## config.mk

```make
export PLATFORM = sky130hd
export DESIGN_NAME = disp_scan_mux
export DESIGN_NICKNAME = d
export VERILOG_FILES = /design/src/rtl/disp_pkg.sv /design/src/rtl/disp_tick_gen.sv /design/src/rtl/disp_scan_mux.sv
export SDC_FILE = /design/constraint.sdc
export NUM_CORES = 1
export LEC_CHECK = 0
export BUFFER_PORTS_ARGS = -buffer_cell sky130_fd_sc_hd__buf_4
export CAP_MARGIN = 20
export CORE_AREA = 4 4 91 93
export DETAILED_ROUTE_END_ITERATION = 16
export DIE_AREA = 0 0 95 97
export GPL_TIMING_DRIVEN = 0
export PLACE_DENSITY = 0.73
export SYNTH_ARGS = -nofsm -noshare
export SYNTH_HDL_FRONTEND = slang
export SYNTH_SLANG_ARGS = --single-unit
```

## constraint.sdc

```tcl
create_clock -name CLK -period 3.2 [get_ports CLK]
set_input_delay 0.48 -clock CLK [delete_from_list [all_inputs] [get_ports CLK]]
set_output_delay 0.48 -clock CLK [all_outputs]
set_load 0.05 [all_outputs]
```

## src/rtl/disp_pkg.sv

```systemverilog
// disp_pkg: shared display timing constants and idle-output encodings
package disp_pkg;
  localparam int T1MS = 100000;
  localparam int NDIG = 4;
  localparam logic [NDIG-1:0] POS_NONE = 4'b1111;
  localparam logic DP_OFF = 1'b1;
endpackage

```

## src/rtl/disp_tick_gen.sv

```systemverilog
// disp_tick_gen: free-running slot counter emitting a one-cycle tick every T_DIGIT clocks
module disp_tick_gen
  import disp_pkg::*;
#(
  parameter int T_DIGIT = T1MS
) (
  input  logic clk,
  input  logic rst,
  output logic tick
);
  localparam int W = (T_DIGIT > 2) ? $clog2(T_DIGIT) : 1;
  localparam logic [W-1:0] LAST = W'(T_DIGIT - 1);
  logic [W-1:0] cnt_q, cnt_d;
  always_comb begin
    tick  = cnt_q == LAST;
    cnt_d = tick ? '0 : cnt_q + 1'b1;
  end
  always_ff @(posedge clk) begin
    if (rst) cnt_q <= '0;
    else     cnt_q <= cnt_d;
  end
endmodule

```

## src/rtl/disp_scan_mux.sv

```systemverilog
// disp_scan_mux: 4-digit BCD scan multiplexer with frame-committed double buffering (DISP_LZB_EN adds leading-zero blanking)
module disp_scan_mux
  import disp_pkg::*;
#(
  parameter int T_DIGIT = T1MS
) (
  input  logic            CLK,
  input  logic            RST,
  input  logic            LD,
  input  logic [15:0]     VAL,
  input  logic [3:0]      DPM,
  output logic [NDIG-1:0] POSB,
  output logic [3:0]      NUM,
  output logic            DP,
  output logic            PEND,
  output logic            FRAME
);
  logic            tick, bnd, blank;
  logic [1:0]      idx_q, idx_d;
  logic [15:0]     act_v_q, act_v_d, pnd_v_q, pnd_v_d;
  logic [3:0]      act_dp_q, act_dp_d, pnd_dp_q, pnd_dp_d;
  logic            pend_q, pend_d;
  logic [NDIG-1:0] posb_q, posb_d;
  logic [3:0]      num_q, num_d;
  logic            dp_q, dp_d, frame_q, frame_d;
  disp_tick_gen #(.T_DIGIT(T_DIGIT)) u_tick (
    .clk (CLK),
    .rst (RST),
    .tick(tick)
  );
  always_comb begin
    bnd      = tick && idx_q == 2'd3;
    idx_d    = tick ? idx_q + 2'd1 : idx_q;
    act_v_d  = bnd ? (LD ? VAL : pend_q ? pnd_v_q : act_v_q) : act_v_q;
    act_dp_d = bnd ? (LD ? DPM : pend_q ? pnd_dp_q : act_dp_q) : act_dp_q;
    pnd_v_d  = (LD && !bnd) ? VAL : pnd_v_q;
    pnd_dp_d = (LD && !bnd) ? DPM : pnd_dp_q;
    pend_d   = bnd ? 1'b0 : (LD | pend_q);
`ifdef DISP_LZB_EN
    blank    = idx_q != 2'd0 && (act_v_q >> {idx_q, 2'b00}) == 16'h0 && (act_dp_q >> idx_q) == 4'h0;
`else
    blank    = 1'b0;
`endif
    posb_d   = blank ? POS_NONE : ~(4'b0001 << idx_q);
    num_d    = blank ? 4'h0 : act_v_q[{idx_q, 2'b00} +: 4];
    dp_d     = blank ? DP_OFF : ~act_dp_q[idx_q];
    frame_d  = bnd;
  end
  always_ff @(posedge CLK) begin
    if (RST) begin
      idx_q    <= 2'd0;
      act_v_q  <= 16'h0;
      act_dp_q <= 4'h0;
      pnd_v_q  <= 16'h0;
      pnd_dp_q <= 4'h0;
      pend_q   <= 1'b0;
      posb_q   <= POS_NONE;
      num_q    <= 4'h0;
      dp_q     <= DP_OFF;
      frame_q  <= 1'b0;
    end else begin
      idx_q    <= idx_d;
      act_v_q  <= act_v_d;
      act_dp_q <= act_dp_d;
      pnd_v_q  <= pnd_v_d;
      pnd_dp_q <= pnd_dp_d;
      pend_q   <= pend_d;
      posb_q   <= posb_d;
      num_q    <= num_d;
      dp_q     <= dp_d;
      frame_q  <= frame_d;
    end
  end
  assign POSB  = posb_q;
  assign NUM   = num_q;
  assign DP    = dp_q;
  assign PEND  = pend_q;
  assign FRAME = frame_q;
endmodule

```

==> impl_metrics.py, run 1 <==
metrics = {
    "clock_tree": {
        "clk_latency_ps": 340,
        "postCtsHoldBufs": 0,
        "cts_root_buffer": "clkbuf_8",
        "clock-sinks": 70,
        "cts_buffers": 9,
        "ctsResizeCount": 0,
        "cts-htree-levels": 3,
        "clk_pin_slew_ps": 70,
        "cts_setup_buffers": 0,
        "cts_tree": "yes",
        "clock_path_buffers": 2,
    },
    "detailed_routing": {
        "avgViaCountPerCell": 4.93,
        "drt_iter0_markers": 101,
        "drc": 0,
        "wl_per_cell_um": 13.8,
        "routed-via-count": 2388,
        "wirelength_mm": 6.68,
        "drt_pass1_iterations": 4,
        "postRouteAntennaNets": 0,
    },
    "floorplan": {
        "start_util_pct": 44.1,
        "die_area_sq_um": 9220,
        "die_h_um": 97,
        "rows": 32,
        "io-pin-count": 34,
        "die-width_um": 95,
        "design.core.area_sq_um": 7530,
    },
    "placement": {
        "dp_cells": 468,
        "routabilityCongestion": 0.855,
        "hpwl_mm": 4.79,
        "pre_cts_ws_ps": 1110,
        "numPortBuffers": 31,
        "dpl-instance-area_sq_um": 3680,
    },
    "logic_synthesis": {
        "syn_area_sq_um": 3320,
        "yosysSeqAreaShare_pct": 42.2,
        "synthesis.nets": 363,
        "synthTopCellsByArea": "dfxtp_1, mux2i_1, nand2b_1",
        "yosysTopAreaCell": "dfxtp_1",
        "synthMostInstantiatedCell": "dfxtp_1",
        "netlist-cell-type-count": 35,
        "synth-seq-cells": 70,
        "synthArstFlopShare_pct": 0,
        "ys_top_cells_by_count": "dfxtp_1, nand2b_1, mux2i_1",
        "avgSynthCellArea_sq_um": 9.92,
        "synth_top_area_share_pct": 42.2,
        "syn_inst": 335,
        "synth_edf_count": 0,
        "ys.flop_type": "dfxtp_1",
        "yosysWarningCount": 0,
    },
    "worst_setup_path": {
        "critPathKind": "flop to flop",
        "regToRegStartpoint": "u_tick.cnt_q[0]$_SDFF_PP0_",
        "crit_chain": "ha_1 -> buf_2 -> nand3_1 -> nor2_1 -> o2111a_2 -> buf_6 -> mux2_2",
        "critPathMaxFanout": 10,
        "cp-start-kind": "flop",
        "critPathRequiredTime_ps": 3430,
        "end_kind": "flop",
        "rr_endpoint": "act_v_q[12]$_SDFFE_PP0P_",
        "critPathArrivalTime_ps": 2340,
        "slowest_stage": "dfxtp_1",
        "regToRegSetupSlack_ps": 1090,
        "slowest_delay_ps": 390,
        "reg2reg_depth": 7,
    },
    "power_and_ir_drop": {
        "ir_drop_mv": 0.283,
        "leakage_nw": 1.61,
        "powerDensity_nw_per_um2": 487,
    },
    "min_path": {
        "whs_path_depth": 3,
        "hold_end": "pnd_v_q[3]$_SDFFE_PP0P_",
        "hold_start": "VAL[3]",
        "hp-class": "input pin to flop",
    },
    "finish": {
        "antenna_cells": 0,
        "fin_nets": 405,
        "drive_gt1_share_pct": 21.5,
        "fin_cells": 484,
        "area_delta_synth_final_pct": 18.3,
        "finalInstanceArea_sq_um": 3930,
    },
    "timing": {
        "max_slew_margin_pct": 64.8,
        "tns_ps": 0,
        "finalMaxSlewViolations": 0,
        "hold_viol": 0,
        "fin_skew_ps": 9.87,
        "fmax_mhz": 473,
        "rsz0062_at_grt": "false",
        "hold_ws_ps": 412,
        "setup_slack_ps": 1090,
        "worst_pin_slew_ps": 528,
        "post-route-period-util_pct": 66.1,
        "period_needed_ps": 2110,
        "setup_viol": 0,
    },
    "global_routing": {
        "antenna_found_initial": 0,
        "grt_pass1_wl_mm": 11.4,
        "grt.overflow.total": 0,
        "grt_max_degree": 12,
        "grt_pass1_vias": 2384,
        "track_usage_pct": 15.6,
    },
    "flow_run": {
        "cap_violations": 0,
    },
    "status": {
        "status": "finished clean",
    },
}
==> metal layers <==
metal	wire [um]	share of wire, %	vias up	global-route usage, %
met5	0	0	-	0
met2	3090	46	47	24.3
met3	276	4.1	8	4.12
met1	3230	48	1114	21.1
met4	86	1.3	0	4.66
li1	-	-	1219	-
==> how the worst max path moves through the flow <==
stage	endpoint	from
after floorplan	act_dp_q[0]$_SDFFE_PP0P_	u_tick.cnt_q[0]$_SDFF_PP0_
after global placement	act_v_q[6]$_SDFFE_PP0P_	u_tick.cnt_q[0]$_SDFF_PP0_
after detailed placement	act_v_q[0]$_SDFFE_PP0P_	u_tick.cnt_q[0]$_SDFF_PP0_
after CTS	act_v_q[12]$_SDFFE_PP0P_	u_tick.cnt_q[0]$_SDFF_PP0_
after global routing	act_v_q[12]$_SDFFE_PP0P_	u_tick.cnt_q[0]$_SDFF_PP0_
final	act_v_q[12]$_SDFFE_PP0P_	u_tick.cnt_q[0]$_SDFF_PP0_
==> power by group <==
group          internal [mW]  total (mW)  switching [mW]
Clock                  0.561       0.875           0.313
Sequential             0.891       0.904          0.0123
Combinational         0.0652       0.138          0.0731
==> sequential cells by signal, indices dropped and copies added, names as in the netlist <==
register,count
act_dp_q,4
PEND,1
u_tick.cnt_q,17
idx_q,2
pnd_v_q,16
NUM,4
POSB,4
FRAME,1
pnd_dp_q,4
DP,1
act_v_q,16
==> metrics by stage <==
step	util (%)	total power [mW]
6_report	52.2	1.92
2_1_floorplan	-	1.01
3_5_place_dp	48.9	1.06
4_1_cts	52.2	1.94
3_3_place_gp	48.9	1.06
5_1_grt	52.2	1.99
==> kinds of logic (layout without fill, tap and decap cells) <==
logic type               Yosys count  in the layout  share of synthesized area (%)
AND/OR/NAND/NOR                  143            143                           24.1
AO/OA/AOI/OAI                     13             13                           2.60
flip-flops                        70             70                           42.2
multiplexers                      65             65                           22.2
adder cells (fa/ha/maj)            5              5                           1.88
XOR/XNOR                          13             13                           3.43
buffers and inverters             26             73                           3.61
==> cell usage in the layout (no fill, tap or decap), types with 6 or more instances in the layout <==
cell type	instances
clkbuf_8	11
mux2_2	20
xnor2_1	6
nand3_1	10
nand2b_1	45
mux2i_1	40
buf_4	31
nor2b_1	25
xor2_1	7
dfxtp_1	70
clkbuf_1	15
buf_2	6
nor2_1	37
==> worst max-delay path, delay by kind of cell, from the launching register on <==
kind | cells | cell delay [ps]
AND/OR/NAND/NOR | 2 | 490
flip-flops | 1 | 390
multiplexers | 1 | 340
buffers and inverters | 2 | 330
AO/OA/AOI/OAI | 1 | 300
adder cells (fa/ha/maj) | 1 | 160
==> layout make-up <==
class                      instances  area, sq um
inverter                           5         18.8
multi-input combinational        239         1800
tap                              102          128
timing repair buffer              31          233
buffer                            21          101
sequential                        70         1400
clock buffer                      13          159
fill                             705         3590
clock inverter                     3         90.1
(Power assumes the default switching activity.)
==> run 2, diff against run 1 <==
--- a/config.mk
+++ b/config.mk
@@ -5,13 +5,14 @@
 export SDC_FILE = /design/constraint.sdc
 export NUM_CORES = 1
 export LEC_CHECK = 0
+export ABC_AREA = 1
 export BUFFER_PORTS_ARGS = -buffer_cell sky130_fd_sc_hd__buf_4
 export CAP_MARGIN = 20
-export CORE_AREA = 4 4 91 93
+export CORE_AREA = 4 4 94 96
 export DETAILED_ROUTE_END_ITERATION = 16
-export DIE_AREA = 0 0 95 97
+export DIE_AREA = 0 0 98 100
 export GPL_TIMING_DRIVEN = 0
-export PLACE_DENSITY = 0.73
+export PLACE_DENSITY = 0.74
 export SYNTH_ARGS = -nofsm -noshare
 export SYNTH_HDL_FRONTEND = slang
 export SYNTH_SLANG_ARGS = --single-unit
==> constraint.sdc (replaced) <==
create_clock -name CLK -period 1.9 [get_ports CLK]
set_input_delay 0.285 -clock CLK [delete_from_list [all_inputs] [get_ports CLK]]
set_output_delay 0.285 -clock CLK [all_outputs]
set_load 0.05 [all_outputs]
==> impl_metrics.py, run 2 <==
metrics = {
    "status": {
        "status": "finished clean",
    },
    "flow_run": {
        "cap_violations": 0,
    },
    "timing": {
        "setup_slack_ps": 163,
        "max_slew_margin_pct": 61.8,
        "tns_ps": 0,
        "worst_pin_slew_ps": 569,
        "fmax_mhz": 576,
        "period_needed_ps": 1740,
        "finalMaxSlewViolations": 0,
        "post-route-period-util_pct": 91.4,
        "hold_viol": 0,
        "fin_skew_ps": 11.6,
        "setup_viol": 0,
    },
    "floorplan": {
        "die_area_sq_um": 9800,
        "design.core.area_sq_um": 8050,
        "rows": 33,
        "die-width_um": 98,
        "start_util_pct": 43.4,
        "die_h_um": 100,
        "io-pin-count": 34,
    },
    "detailed_routing": {
        "avgViaCountPerCell": 4.75,
        "wirelength_mm": 7.80,
        "drt_iter0_markers": 123,
        "wl_per_cell_um": 12.1,
        "drc": 0,
        "postRouteAntennaNets": 0,
        "drt_pass1_iterations": 4,
        "routed-via-count": 3061,
    },
    "logic_synthesis": {
        "yosysTopAreaCell": "dfxtp_1",
        "synthTopCellsByArea": "dfxtp_1, nand2_1, inv_1",
        "netlist-cell-type-count": 29,
        "synth_edf_count": 0,
        "avgSynthCellArea_sq_um": 7.16,
        "ys_top_cells_by_count": "nand2_1, inv_1, dfxtp_1",
        "syn_inst": 488,
        "synth-seq-cells": 70,
        "yosysSeqAreaShare_pct": 40.1,
        "synthMostInstantiatedCell": "nand2_1",
        "ys.flop_type": "dfxtp_1",
        "synthesis.nets": 516,
        "yosysWarningCount": 0,
        "synth_top_area_share_pct": 40.1,
        "syn_area_sq_um": 3500,
        "synthArstFlopShare_pct": 0,
    },
    "global_routing": {
        "track_usage_pct": 16.5,
        "grt_pass1_wl_mm": 13.2,
        "grt_max_degree": 15,
        "grt.overflow.total": 0,
        "antenna_found_initial": 0,
        "grt_pass1_vias": 2901,
    },
    "finish": {
        "reg_top3": "u_tick.cnt_q: 17 flops, act_v_q: 16 flops, pnd_v_q: 16 flops",
        "fillers": 784,
        "drive_gt1_share_pct": 16.1,
        "fin_nets": 562,
        "finalInstanceArea_sq_um": 4130,
        "layout_common_cells": "nand2_1, inv_1, dfxtp_1, nor2_1, a21oi_1",
        "multi_input_comb_area_sq_um": 1660,
        "area_delta_synth_final_pct": 18.1,
        "regMostFlops": "u_tick.cnt_q",
        "final_common_cell": "nand2_1",
        "fin_cells": 644,
        "register_area_sq_um": 1400,
        "largest_register_ffs": 17,
        "antenna_cells": 0,
    },
    "power_and_ir_drop": {
        "ir_drop_mv": 0.453,
        "leakage_nw": 1.90,
        "powerDensity_nw_per_um2": 762,
    },
    "worst_setup_path": {
        "end_kind": "flop",
        "slowest_stage": "dfxtp_1",
        "regToRegStartpoint": "u_tick.cnt_q[0]$_SDFF_PP0_",
        "critPathKind": "flop to flop",
        "crit_family": "simple AND/OR/NAND/NOR gates",
        "crit_chain": "ha_1 -> nand2_2 -> nor2_8 -> nand2_1 -> nor2_2 -> nand3_2 -> buf_2 -> a21oi_1 -> nor2_1",
        "slowest_delay_ps": 360,
        "critPathRequiredTime_ps": 2150,
        "crit_buf_inv": 1,
        "cp-start-kind": "flop",
        "startpoint": "u_tick.cnt_q[0]$_SDFF_PP0_",
        "critPathArrivalTime_ps": 1990,
        "critPathMaxFanout": 10,
    },
    "placement": {
        "dp_cells": 625,
        "routabilityCongestion": 0.831,
        "pre_cts_ws_ps": 160,
        "hpwl_mm": 5.72,
        "dpl-instance-area_sq_um": 3870,
        "numPortBuffers": 32,
    },
    "clock_tree": {
        "clock_path_buffers": 2,
        "cts_tree": "yes",
        "cts_root_buffer": "clkbuf_8",
        "postCtsHoldBufs": 0,
        "clock-sinks": 70,
        "cts-htree-levels": 3,
        "cts_buffers": 9,
        "clk_latency_ps": 350,
        "clk_pin_slew_ps": 80,
    },
    "min_path": {
        "hold_start": "RST",
        "hp-class": "input pin to flop",
    },
}
## run 2: changes by cell type after synthesis, sizes merged, moves of 6 or more
cell / change
inv: +75
a21oi: +36
nand3: +21
nor2: +33
xnor2: -6
nand2: +86
mux2i: -20
buf: +9
nand2b: -45
mux2: -20
nand4: +20
o21ai: +11
nor2b: -25
## run 2: path summary, 6_finish.rpt
kind                            cells after the start  slack, ps                          to
worst max-delay path                                9        160    pnd_v_q[11]$_SDFFE_PP0P_
worst min-delay path                                2        160           NUM[3]$_SDFF_PP0_
worst max register to register                      9        160    pnd_v_q[11]$_SDFFE_PP0P_
worst min register to register                      1        460  u_tick.cnt_q[0]$_SDFF_PP0_
## run 2: cell families (layout without fill, tap and decap cells)
family	after synthesis	after routing	synth area share, %
AOI/OAI and AO/OA	54	54	7.73
xor gates and xnor gates	8	8	2.00
adders and majority gates	5	5	1.79
buffers and inverters	107	158	12.6
DFF	70	70	40.1
muxes	20	20	5.73
and+or+nand+nor	224	224	30.1
## run 2: metrics by stage
| stage | total power [mW] | hold WS [ps] | util (%) |
|---|---|---|---|
| after global placement | 1.79 | 428 | 48.0 |
| after global routing | 3.28 | 163 | 51.3 |
| after CTS | 3.18 | 159 | 50.8 |
| after floorplan | 1.72 | 354 | - |
| final | 3.15 | 164 | 51.3 |
| after detailed placement | 1.80 | 445 | 48.0 |
## run 2: routing by layer
metal / part of all wire, % / vias up / track usage (%)
met5: 0 / - / 0
met4: 1.4 / 0 / 6.07
met3: 4.6 / 11 / 3.54
met2: 46 / 64 / 27.4
met1: 48 / 1356 / 21.0
li1: - / 1630 / -
## run 2: final cells by class
type / count / share of cell area [%]
Clock inverter: 7 / 2.48
Buffer: 26 / 3.60
Timing Repair Buffer: 35 / 6.36
Sequential cell: 70 / 33.9
Tap cell: 105 / 3.18
Clock buffer: 9 / 3.00
Multi-Input combinational cell: 311 / 40.1
Inverter: 81 / 7.36
## run 2: repair_timing
action | 4_1_cts | 5_1_grt
buffers inserted | 0 | 3
endpoints found under the setup margin | 0 | 15
resized for setup | 0 | 5
## run 2: power breakdown
group / internal, mW / switching [mW]
clock: 0.755 / 0.619
combinational: 0.105 / 0.144
sequential: 1.50 / 0.0193
total: 2.36 / 0.783
==> run 3, diff against run 2 <==
--- a/config.mk
+++ b/config.mk
@@ -5,14 +5,14 @@
 export SDC_FILE = /design/constraint.sdc
 export NUM_CORES = 1
 export LEC_CHECK = 0
-export ABC_AREA = 1
 export BUFFER_PORTS_ARGS = -buffer_cell sky130_fd_sc_hd__buf_4
 export CAP_MARGIN = 20
-export CORE_AREA = 4 4 94 96
+export CORE_AREA = 4 4 91 93
 export DETAILED_ROUTE_END_ITERATION = 16
-export DIE_AREA = 0 0 98 100
+export DIE_AREA = 0 0 95 97
 export GPL_TIMING_DRIVEN = 0
-export PLACE_DENSITY = 0.74
+export PLACE_DENSITY = 0.75
 export SYNTH_ARGS = -nofsm -noshare
 export SYNTH_HDL_FRONTEND = slang
 export SYNTH_SLANG_ARGS = --single-unit
+export TNS_END_PERCENT = 5
==> impl_metrics.py, run 3 (same netlist as run 1, synthesis figures left out) <==
metrics = {
    "clock_tree": {
        "clk_pin_slew_ps": 70,
        "cts-htree-levels": 3,
        "clk_latency_ps": 340,
        "cts_root_buffer": "clkbuf_8",
        "clock_path_buffers": 2,
        "cts_tree": "yes",
        "clock-sinks": 70,
        "postCtsHoldBufs": 0,
        "cts_buffers": 9,
    },
    "finish": {
        "fillers": 699,
        "antenna_cells": 0,
        "area_delta_synth_final_pct": 17.8,
        "fin_nets": 407,
        "fin_util_pct": 52.0,
        "drive_gt1_share_pct": 22.9,
        "reg_top3": "u_tick.cnt_q: 17 flops, act_v_q: 16 flops, pnd_v_q: 16 flops",
        "largest_register_ffs": 17,
        "final_common_cell": "dfxtp_1",
        "regMostFlops": "u_tick.cnt_q",
        "register_area_sq_um": 1410,
        "multi_input_comb_area_sq_um": 1840,
        "layout_common_cells": "dfxtp_1, nand2b_1, mux2i_1, buf_4, nor2_1",
    },
    "power_and_ir_drop": {
        "p_int_mw": 2.13,
        "ir_drop_mv": 0.315,
        "powerDensity_nw_per_um2": 709,
        "power_frac_comb_pct": 8.5,
        "seqPwrFrac_pct": 54.8,
        "swShare_pct": 23.5,
        "leakage_nw": 1.59,
        "clockPowerShare_pct": 36.7,
        "p_sw_mw": 0.652,
    },
    "floorplan": {
        "rows": 32,
        "die_area_sq_um": 9220,
        "design.core.area_sq_um": 7530,
        "die-width_um": 95,
        "die_h_um": 97,
        "start_util_pct": 44.1,
        "io-pin-count": 34,
    },
    "placement": {
        "routabilityCongestion": 0.823,
        "numPortBuffers": 31,
        "hpwl_mm": 4.68,
        "pre_cts_ws_ps": -229,
    },
    "timing": {
        "finalMaxSlewViolations": 0,
        "setup_slack_ps": 86.4,
        "fmax_mhz": 551,
        "hold_viol": 0,
        "max_slew_margin_pct": 67.3,
        "tns_ps": 0,
        "fin_skew_ps": 11.1,
        "post-route-period-util_pct": 95.5,
        "worst_pin_slew_ps": 491,
        "setup_viol": 0,
        "period_needed_ps": 1810,
    },
    "detailed_routing": {
        "postRouteAntennaNets": 0,
        "drc": 0,
        "routed-via-count": 2428,
        "wl_per_cell_um": 13.6,
        "avgViaCountPerCell": 5.00,
        "drt_pass1_iterations": 5,
        "drt_iter0_markers": 98,
        "wirelength_mm": 6.63,
    },
    "global_routing": {
        "track_usage_pct": 15.6,
        "grt_pass1_vias": 2356,
        "grt.overflow.total": 0,
        "grt_pass1_wl_mm": 11.3,
        "antenna_found_initial": 0,
        "grt_max_degree": 11,
    },
    "worst_setup_path": {
        "end_kind": "flop",
        "cp-start-kind": "flop",
        "critPathKind": "flop to flop",
        "critPathArrivalTime_ps": 2040,
        "critPathRequiredTime_ps": 2120,
        "critPathMaxFanout": 10,
    },
    "min_path": {
        "hp-class": "input pin to flop",
    },
    "status": {
        "status": "finished clean",
    },
    "flow_run": {
        "cap_violations": 0,
    },
}
==> run 3: power groups by stage <==
stage | Combinational [mW] | Clock, mW | Sequential [mW]
after floorplan | 0.145 | 0 | 1.56
after global placement | 0.229 | 0 | 1.55
after detailed placement | 0.234 | 0 | 1.56
after CTS | 0.238 | 1.04 | 1.52
after global routing | 0.261 | 1.11 | 1.53
final | 0.236 | 1.02 | 1.52
==> run 3: final timing paths <==
check / from / end / slack, ps / depth (start not counted)
hold / removal: VAL[1] / pnd_v_q[1]$_SDFFE_PP0P_ / 220 / 3
setup reg to reg: u_tick.cnt_q[7]$_SDFF_PP0_ / act_v_q[15]$_SDFFE_PP0P_ / 90 / 5
hold reg to reg: u_tick.cnt_q[0]$_SDFF_PP0_ / u_tick.cnt_q[0]$_SDFF_PP0_ / 450 / 1
setup / recovery: u_tick.cnt_q[7]$_SDFF_PP0_ / act_v_q[15]$_SDFFE_PP0P_ / 90 / 5
==> run 3: layout make-up <==
type	instances	area share, %
plain buffers	21	3.04
well taps	102	3.26
repair buffers	33	6.33
flip-flops and latches	70	35.9
inverters	5	0.479
clock inverters	1	0.128
clock buffers	15	3.99
multi-input cells	239	46.9
==> run 3: per-stage QoR <==
step | cell area (sq um) | hold WS (ps) | cells | power [mW]
6_report | 3920 | 220 | 486 | 2.78
2_1_floorplan | 3320 | 440 | 335 | 1.71
3_3_place_gp | 3680 | 457 | 468 | 1.78
5_1_grt | 3920 | 214 | 486 | 2.90
3_5_place_dp | 3680 | 465 | 468 | 1.79
4_1_cts | 3890 | 206 | 486 | 2.80
==> run 3: what timing repair did <==
| item | in CTS | in global routing |
|---|---|---|
| buffers inserted | 2 | 0 |
| hold endpoints to repair | 0 | 0 |
| endpoints found under the setup margin | 45 | 41 |
| gates resized for setup | 8 | 9 |
| pin swaps | 1 | 2 |
==> run 3: worst max-delay path, stage by stage (launching register included) <==
cell and delay [ps]:
dfxtp_2 380, nor4bb_1 260, and3_2 280, o2111a_2 270
buf_8 160, mux2_2 340
==> run 3: per-layer routing <==
layer	share of wire, %	track usage, %
met1	48	20.4
met2	47	24.0
met3	4.0	2.95
met4	1.3	8.44
met5	0	0
